$ cat config.mk
export PLATFORM = sky130hd
export DESIGN_NAME = bldcm_hall_sensor
export DESIGN_NICKNAME = d
export VERILOG_FILES = /design/src/rtl/bldcm_hall_sensor_pkg.sv /design/src/rtl/bldcm_hall_sensor_filter.sv /design/src/rtl/bldcm_hall_sensor.sv
export SDC_FILE = /design/constraint.sdc
export NUM_CORES = 1
export LEC_CHECK = 0
export CELL_PAD_IN_SITES_DETAIL_PLACEMENT = 0
export CELL_PAD_IN_SITES_GLOBAL_PLACEMENT = 1
export CORE_UTILIZATION = 40
export CTS_CLUSTER_SIZE = 16
export DETAILED_ROUTE_END_ITERATION = 12
export PLACE_DENSITY_LB_ADDON = 0.1
export RECOVER_POWER = 25
export SLEW_MARGIN = 20
export SYNTH_ARGS = -nofsm -noshare
export SYNTH_HDL_FRONTEND = slang
export SYNTH_HIERARCHICAL = 1
export SYNTH_SLANG_ARGS = --single-unit
$ cat constraint.sdc
create_clock -name clk -period 4.65 [get_ports clk]
set_input_delay 0.6975 -clock clk [delete_from_list [all_inputs] [get_ports clk]]
set_output_delay 0.6975 -clock clk [all_outputs]
set_load 0.05 [all_outputs]
$ cat src/rtl/bldcm_hall_sensor_pkg.sv
// Shared definitions for the BLDC Hall-sensor receiver: register map, status bits,
// response codes and the Hall-to-phase decode table shared with the drive core.
package bldcm_hall_sensor_pkg;

    localparam int unsigned DATA_W             = 32;
    localparam int unsigned ADDR_W             = 2;
    localparam int unsigned RESP_W             = 2;
    localparam int unsigned CODE_W             = 3;
    localparam int unsigned PHASE_W            = 3;
    localparam int unsigned FILTER_CNT_W       = 8;
    localparam int unsigned TOTAL_PHASE_STAGES = 6;

    localparam logic [ADDR_W-1:0] ADDR_CTRL     = 2'd0;
    localparam logic [ADDR_W-1:0] ADDR_STATUS   = 2'd1;
    localparam logic [ADDR_W-1:0] ADDR_PERIOD   = 2'd2;
    localparam logic [ADDR_W-1:0] ADDR_POSITION = 2'd3;

    localparam int unsigned CTRL_ENABLE_BIT    = 0;
    localparam int unsigned CTRL_CLEAR_BIT     = 1;
    localparam int unsigned STATUS_PHASE_LSB   = 0;
    localparam int unsigned STATUS_VALID_BIT   = 3;
    localparam int unsigned STATUS_DIR_BIT     = 4;
    localparam int unsigned STATUS_STALL_BIT   = 5;
    localparam int unsigned STATUS_INVALID_BIT = 8;
    localparam int unsigned STATUS_SKIP_BIT    = 9;

    localparam logic [RESP_W-1:0] RESP_OKAY   = 2'b00;
    localparam logic [RESP_W-1:0] RESP_SLVERR = 2'b10;

    typedef struct packed {
        logic               legal;
        logic [PHASE_W-1:0] phase;
    } hall_decode_t;

    // Hall {U,V,W} to commutation phase; 000 and 111 are illegal
    function automatic hall_decode_t hall_decode(input logic [CODE_W-1:0] code);
        hall_decode_t d;
        d.legal = 1'b1;
        d.phase = '0;
        case (code)
            3'b101:  d.phase = 3'd0;
            3'b100:  d.phase = 3'd1;
            3'b110:  d.phase = 3'd2;
            3'b010:  d.phase = 3'd3;
            3'b011:  d.phase = 3'd4;
            3'b001:  d.phase = 3'd5;
            default: d.legal = 1'b0;
        endcase
        return d;
    endfunction

    function automatic logic [PHASE_W-1:0] phase_next(input logic [PHASE_W-1:0] p);
        return (p == PHASE_W'(TOTAL_PHASE_STAGES - 1)) ? '0 : p + PHASE_W'(1);
    endfunction

    function automatic logic [PHASE_W-1:0] phase_prev(input logic [PHASE_W-1:0] p);
        return (p == '0) ? PHASE_W'(TOTAL_PHASE_STAGES - 1) : p - PHASE_W'(1);
    endfunction

endpackage

$ cat src/rtl/bldcm_hall_sensor_filter.sv
// Hall input conditioning: 2-flop synchronizer, optional inversion and, when
// MBLDCM_HALL_DEBOUNCE_EN is defined, a stable-count debounce filter.
module bldcm_hall_sensor_filter
    import bldcm_hall_sensor_pkg::*;
#(
    parameter int unsigned FILTER_CYCLES = 16,
    parameter bit          INVERT_HALL   = 1'b0
) (
    input  logic              clk,
    input  logic              rst_n,
    input  logic [CODE_W-1:0] hall,
    output logic [CODE_W-1:0] code_c,
    output logic              change_c
);

    localparam logic [CODE_W-1:0] IDLE_CODE = {CODE_W{INVERT_HALL}};

    if (FILTER_CYCLES < 1 || FILTER_CYCLES > 255) begin : g_bad_filter_cycles
        $error("FILTER_CYCLES must be in 1..255");
    end

    logic [CODE_W-1:0] sync1;
    logic [CODE_W-1:0] sync2;
    logic [CODE_W-1:0] sampled;
    logic [CODE_W-1:0] accepted;

    always_ff @(posedge clk or negedge rst_n) begin
        if (!rst_n) begin
            sync1 <= '0;
            sync2 <= '0;
        end else begin
            sync1 <= hall;
            sync2 <= sync1;
        end
    end

    assign sampled = INVERT_HALL ? ~sync2 : sync2;

`ifdef MBLDCM_HALL_DEBOUNCE_EN
    localparam logic [FILTER_CNT_W-1:0] LAST_COUNT = FILTER_CNT_W'(FILTER_CYCLES - 1);

    logic [CODE_W-1:0]       candidate;
    logic [FILTER_CNT_W-1:0] stable_cnt;

    // Candidate restarts its count on any change; accepted once the count reaches the limit
    always_ff @(posedge clk or negedge rst_n) begin
        if (!rst_n) begin
            candidate  <= IDLE_CODE;
            stable_cnt <= '0;
            accepted   <= IDLE_CODE;
        end else begin
            if (sampled != candidate) begin
                candidate  <= sampled;
                stable_cnt <= '0;
            end else if (stable_cnt != LAST_COUNT) begin
                stable_cnt <= stable_cnt + FILTER_CNT_W'(1);
            end
            if (change_c) begin
                accepted <= candidate;
            end
        end
    end

    assign code_c   = candidate;
    assign change_c = (stable_cnt == LAST_COUNT) && (candidate != accepted);
`else
    always_ff @(posedge clk or negedge rst_n) begin
        if (!rst_n) begin
            accepted <= IDLE_CODE;
        end else begin
            accepted <= sampled;
        end
    end

    assign code_c   = sampled;
    assign change_c = (sampled != accepted);
`endif

endmodule

$ cat src/rtl/bldcm_hall_sensor.sv
// BLDC Hall-sensor receiver: phase decode, direction, period and position with an
// Avalon-MM register port. Debounce is compiled in with MBLDCM_HALL_DEBOUNCE_EN.
module bldcm_hall_sensor
    import bldcm_hall_sensor_pkg::*;
#(
    parameter int unsigned FILTER_CYCLES = 16,
    parameter bit          INVERT_HALL   = 1'b0
) (
    input  logic               clk,
    input  logic               rst_n,
    input  logic [ADDR_W-1:0]  addr,
    input  logic               read,
    output logic [DATA_W-1:0]  rdata,
    input  logic               write,
    input  logic [DATA_W-1:0]  wdata,
    output logic [RESP_W-1:0]  resp,
    input  logic               hall_u,
    input  logic               hall_v,
    input  logic               hall_w,
    output logic [PHASE_W-1:0] phase,
    output logic               phase_valid,
    output logic               direction
);

    localparam logic [DATA_W-1:0] COUNT_MAX = '1;

    logic [CODE_W-1:0] code_c;
    logic              change_c;
    hall_decode_t      dec_c;
    logic              fwd_c;
    logic              rev_c;
    logic              step_c;
    logic              skip_evt_c;
    logic              invalid_evt_c;
    logic              wr_ctrl_c;
    logic              wr_status_c;
    logic              wr_period_c;
    logic              wr_pos_c;
    logic [DATA_W-1:0] status_c;
    logic [DATA_W-1:0] rd_mux_c;

    logic              enable;
    logic [DATA_W-1:0] position;
    logic [DATA_W-1:0] period;
    logic [DATA_W-1:0] period_cnt;
    logic              step_seen;
    logic              stall;
    logic              invalid;
    logic              skip;

    bldcm_hall_sensor_filter #(
        .FILTER_CYCLES (FILTER_CYCLES),
        .INVERT_HALL   (INVERT_HALL)
    ) u_filter (
        .clk      (clk),
        .rst_n    (rst_n),
        .hall     ({hall_u, hall_v, hall_w}),
        .code_c   (code_c),
        .change_c (change_c)
    );

    // Step classification of each accepted code against the current phase
    always_comb begin
        dec_c         = hall_decode(code_c);
        fwd_c         = 1'b0;
        rev_c         = 1'b0;
        skip_evt_c    = 1'b0;
        invalid_evt_c = change_c && !dec_c.legal;
        if (change_c && dec_c.legal && phase_valid) begin
            if (dec_c.phase == phase_next(phase)) begin
                fwd_c = 1'b1;
            end else if (dec_c.phase == phase_prev(phase)) begin
                rev_c = 1'b1;
            end else begin
                skip_evt_c = 1'b1;
            end
        end
        step_c = fwd_c || rev_c;
    end

    assign wr_ctrl_c   = write && (addr == ADDR_CTRL);
    assign wr_status_c = write && (addr == ADDR_STATUS);
    assign wr_period_c = write && (addr == ADDR_PERIOD);
    assign wr_pos_c    = write && (addr == ADDR_POSITION);

    always_comb begin
        status_c = '0;
        status_c[STATUS_PHASE_LSB +: PHASE_W] = phase;
        status_c[STATUS_VALID_BIT]            = phase_valid;
        status_c[STATUS_DIR_BIT]              = direction;
        status_c[STATUS_STALL_BIT]            = stall;
        status_c[STATUS_INVALID_BIT]          = invalid;
        status_c[STATUS_SKIP_BIT]             = skip;
    end

    always_comb begin
        rd_mux_c = '0;
        case (addr)
            ADDR_CTRL:     rd_mux_c = DATA_W'(enable);
            ADDR_STATUS:   rd_mux_c = status_c;
            ADDR_PERIOD:   rd_mux_c = period;
            ADDR_POSITION: rd_mux_c = position;
            default:       rd_mux_c = '0;
        endcase
    end

    // Rotor state tracks the sensors regardless of ENABLE
    always_ff @(posedge clk or negedge rst_n) begin
        if (!rst_n) begin
            phase       <= '0;
            phase_valid <= 1'b0;
            direction   <= 1'b0;
        end else begin
            if (change_c && dec_c.legal) begin
                phase       <= dec_c.phase;
                phase_valid <= 1'b1;
            end
            if (fwd_c) begin
                direction <= 1'b0;
            end else if (rev_c) begin
                direction <= 1'b1;
            end
        end
    end

    always_ff @(posedge clk or negedge rst_n) begin
        if (!rst_n) begin
            enable <= 1'b0;
        end else if (wr_ctrl_c) begin
            enable <= wdata[CTRL_ENABLE_BIT];
        end
    end

    // Firmware load or clear takes priority over a concurrent step
    always_ff @(posedge clk or negedge rst_n) begin
        if (!rst_n) begin
            position <= '0;
        end else if (wr_pos_c) begin
            position <= wdata;
        end else if (wr_ctrl_c && wdata[CTRL_CLEAR_BIT]) begin
            position <= '0;
        end else if (enable && fwd_c) begin
            position <= position + DATA_W'(1);
        end else if (enable && rev_c) begin
            position <= position - DATA_W'(1);
        end
    end

    // Step-to-step cycle counter; PERIOD is published from the second step onward
    always_ff @(posedge clk or negedge rst_n) begin
        if (!rst_n) begin
            period     <= '0;
            period_cnt <= '0;
            step_seen  <= 1'b0;
            stall      <= 1'b0;
        end else if (enable) begin
            if (step_c) begin
                if (step_seen) begin
                    period <= (period_cnt == COUNT_MAX) ? COUNT_MAX : period_cnt + DATA_W'(1);
                end
                period_cnt <= '0;
                step_seen  <= 1'b1;
                stall      <= 1'b0;
            end else if (period_cnt == COUNT_MAX) begin
                stall <= 1'b1;
            end else begin
                period_cnt <= period_cnt + DATA_W'(1);
            end
        end
    end

    // Sticky error flags; a new error in the same cycle as W1C keeps the flag set
    always_ff @(posedge clk or negedge rst_n) begin
        if (!rst_n) begin
            invalid <= 1'b0;
            skip    <= 1'b0;
        end else begin
            invalid <= (invalid && !(wr_status_c && wdata[STATUS_INVALID_BIT]))
                       || (enable && invalid_evt_c);
            skip    <= (skip && !(wr_status_c && wdata[STATUS_SKIP_BIT]))
                       || (enable && skip_evt_c);
        end
    end

    always_ff @(posedge clk or negedge rst_n) begin
        if (!rst_n) begin
            rdata <= '0;
            resp  <= RESP_OKAY;
        end else begin
            if (read) begin
                rdata <= rd_mux_c;
            end
            resp <= wr_period_c ? RESP_SLVERR : RESP_OKAY;
        end
    end

endmodule
==> flow_summary.json <==
{
  "ys.flop_type": "dfrtp_1",
  "required_ns": 4.96,
  "p_comb_frac": 0.453,
  "cts_made_buffers": 17,
  "diodes": 0,
  "synth_warnings": 6,
  "fin_cells": 1371,
  "synth_fp_nets": 1100,
  "skew_ns": 0.0125,
  "synthTopCellsByCount": "dfrtp_1, nor2_1, nand2_1, a21oi_1, o21ai_0",
  "final_nets": 1159,
  "min_to": "u_filter/code_c[2]",
  "worst_hold_path_type": "flip-flop to flip-flop",
  "gp_congestion": 0.861,
  "die_area_mm2": 0.0230,
  "status": "complete, but fails checks",
  "areaGrowthSynthToFinish_pct": 17.7,
  "drt-total-wl_um": 24700,
  "hpwl_um": 17400,
  "critical_path_class": "flip-flop to flip-flop",
  "ir_drop_mv": 0.246,
  "seqPwrFrac": 0.327,
  "clock_path_buffers": 2,
  "grt.overflow.total": 0,
  "firstDrtPassIters": 5,
  "period_share": 0.914,
  "clkTransAtPathRegs_ns": 0.07,
  "synth_most_common_cell": "dfrtp_1",
  "grt_util_all_layers": 0.224,
  "critPathCaptureType": "flip-flop",
  "drive_above_1_share": 0.0733,
  "timing.max_cap.violations": 1,
  "worstSkewPairLatency_ns": 0.43,
  "min_path_cells": 0,
  "pre_cts_ws_ns": 0.427,
  "tightest_slew_ns": 2.22,
  "r2r_start": "u_filter/code_c[2]",
  "max_freq_mhz": 235,
  "timing.final.max_slew_violations": 84,
  "setup_ws_ns": 0.400,
  "violations": "max-capacitance violations, max-slew violations",
  "drt_iter0_markers": 444,
  "fin_setup_tns_ns": 0,
  "coreArea_mm2": 0.0219,
  "synth.area.top_cells": "dfrtp_1, ha_1, nor2_1",
  "finalHoldViolCount": 0,
  "vias": 7561,
  "core.rowCount": 54,
  "ys_async_sr_fraction": 1.00,
  "grt_setup_unrepaired": "no",
  "initial_utilization": 0.409,
  "die_h_um": 152,
  "post-cts-setup-buffers": 0,
  "max_slew_margin": -0.483,
  "reg2reg_depth": 16,
  "placed_cells": 1339,
  "startpoint_type": "flip-flop",
  "fin_crit_ns": 4.25,
  "antenna_found_initial": 0,
  "p_leak_nw": 4.38,
  "cp_max_fo": 39,
  "die_x_um": 152,
  "io_pins": 80,
  "clkPwrFrac": 0.220,
  "post_cts_resize_count": 0,
  "grt_pass1_wl_um": 39200,
  "syn_inst": 1019,
  "first_global_vias": 7080,
  "numPortBuffers": 78,
  "clock-sinks": 148,
  "synth_area_mm2": 0.00896,
  "root_buffer": "clkbuf_16",
  "ant_nets": 0,
  "viasPerCell": 5.51,
  "grt_max_degree": 84,
  "worstPathArrival_ns": 4.56,
  "power.density_mw_per_mm2": 608,
  "synth_top_area_cell": "dfrtp_1",
  "ys_seq_elements": 148,
  "p_int_w": 0.00365,
  "ys_types": 74,
  "hold_buffers": 0,
  "wl_per_cell_um": 18.0,
  "synth_edf_count": 0,
  "h-tree-depth": 4,
  "cts_tree": "done",
  "hold_start": "u_filter/sync1[2]",
  "synth_top_area_frac": 0.413,
  "syn_area_per_cell_um2": 8.79,
  "rr_endpoint": "position[29]",
  "p_switching_w": 0.00276,
  "drc": 0,
  "r2r_setup_slack_ns": 0.40,
  "ys_seq_area_frac": 0.413,
  "finalSetupViolations": 0,
  "sw_frac_of_total": 0.431
}
## power by group through the flow
stage	registers, W	logic (W)	clock network [W]
CTS	0.00209	0.00291	0.00143
floorplan	0.00218	0.00197	0
global placement	0.00211	0.00290	0
detailed placement	0.00211	0.00289	0
global route	0.00214	0.00324	0.00149
finish	0.00209	0.00290	0.00141
## layout by cell type (no fill, tap or decap), types with 4 or more instances in the layout
master / n
dfrtp_1: 148
nor2_1: 114
nand2_1: 109
a21oi_1: 78
clkdlybuf4s50_1: 73
o21ai_0: 50
o21ai_1: 39
ha_1: 39
a31oi_1: 36
inv_1: 35
xnor2_1: 30
o22ai_1: 29
xor2_1: 29
mux2i_1: 27
nand3_1: 25
buf_4: 20
clkbuf_16: 17
and3_1: 15
a22oi_1: 12
o31ai_1: 11
nand4_1: 10
and2_1: 10
mux2_2: 9
a21o_1: 8
nor3_1: 7
or3_1: 6
nand2b_1: 6
nor2b_1: 6
a21boi_0: 5
inv_6: 5
o211ai_1: 4
a2111oi_0: 4
## metal layers
metal  global-route usage  wire (µm)  up-vias
li1                     -          -     3762
met1                0.338      12600     3651
met2                0.330      11000      133
met3               0.0368        958       15
met4               0.0535        242        0
met5                    0          0        -
## worst max-delay path by stage
stage | to | slack [ns] | cells past startpoint | startpoint
finish | position[29] | 0.40 | 16 | u_filter/code_c[2]
global route | position[29] | 0.03 | 15 | u_filter/code_c[2]
CTS | position[29] | 0.40 | 16 | u_filter/code_c[2]
detailed placement | position[29] | 0.43 | 16 | u_filter/code_c[2]
global placement | position[29] | 0.52 | 16 | u_filter/code_c[2]
floorplan | position[29] | 0.24 | 14 | phase[1]
## sequential cells by signal, indices dropped and copies added (netlist names), 3 cells and up
signal,cells
position,32
u_filter/sync1,3
u_filter/code_c,3
period_cnt,32
rdata,32
period,32
u_filter/accepted,3
phase,3
## final cells by class
type / instances / area, µm²
Clock buffer: 19 / 453
Clock inverter: 13 / 136
Fill cell: 2158 / 11300
Inverter: 35 / 131
Multi-Input combinational cell: 778 / 4850
Sequential cell: 148 / 3700
Tap cell: 280 / 350
Timing Repair Buffer: 98 / 921
## stage by stage
step	instance area, µm²	util	hold WS (ns)	total power (W)
after floorplan	8960	-	0.331	0.00416
after global placement	9960	0.455	0.334	0.00501
after detailed placement	9960	0.455	0.335	0.00500
after CTS	10600	0.482	0.352	0.00643
after global routing	10500	0.482	0.363	0.00687
final	10500	0.482	0.350	0.00641
## cells by family (layout without fill, tap and decap cells)
kind of cell / Yosys count / count (layout) / share of synthesized area
XOR/XNOR: 59 / 59 / 0.0577
adder cells (fa/ha/maj): 40 / 40 / 0.0567
buffers and inverters: 93 / 165 / 0.0464
AO/OA/AOI/OAI: 309 / 309 / 0.211
multiplexers: 37 / 37 / 0.0440
flip-flops: 148 / 148 / 0.413
other: 1 / 1 / 0.000419
AND/OR/NAND/NOR: 332 / 332 / 0.171
## worst max-delay path, stage by stage (launching register included)
cell	delay, ns
dfrtp_1	0.54
buf_4	0.23
nor4bb_1	0.28
a22oi_1	0.14
a22oi_2	0.27
nand2_2	0.06
buf_4	0.28
ha_1	0.42
and3_1	0.22
and3_1	0.18
a311o_1	0.40
a31oi_1	0.19
buf_4	0.17
o32ai_1	0.10
or3_1	0.37
a21oi_1	0.16
a21oi_1	0.08
No activity file was read; power rests on OpenSTA's default activity.
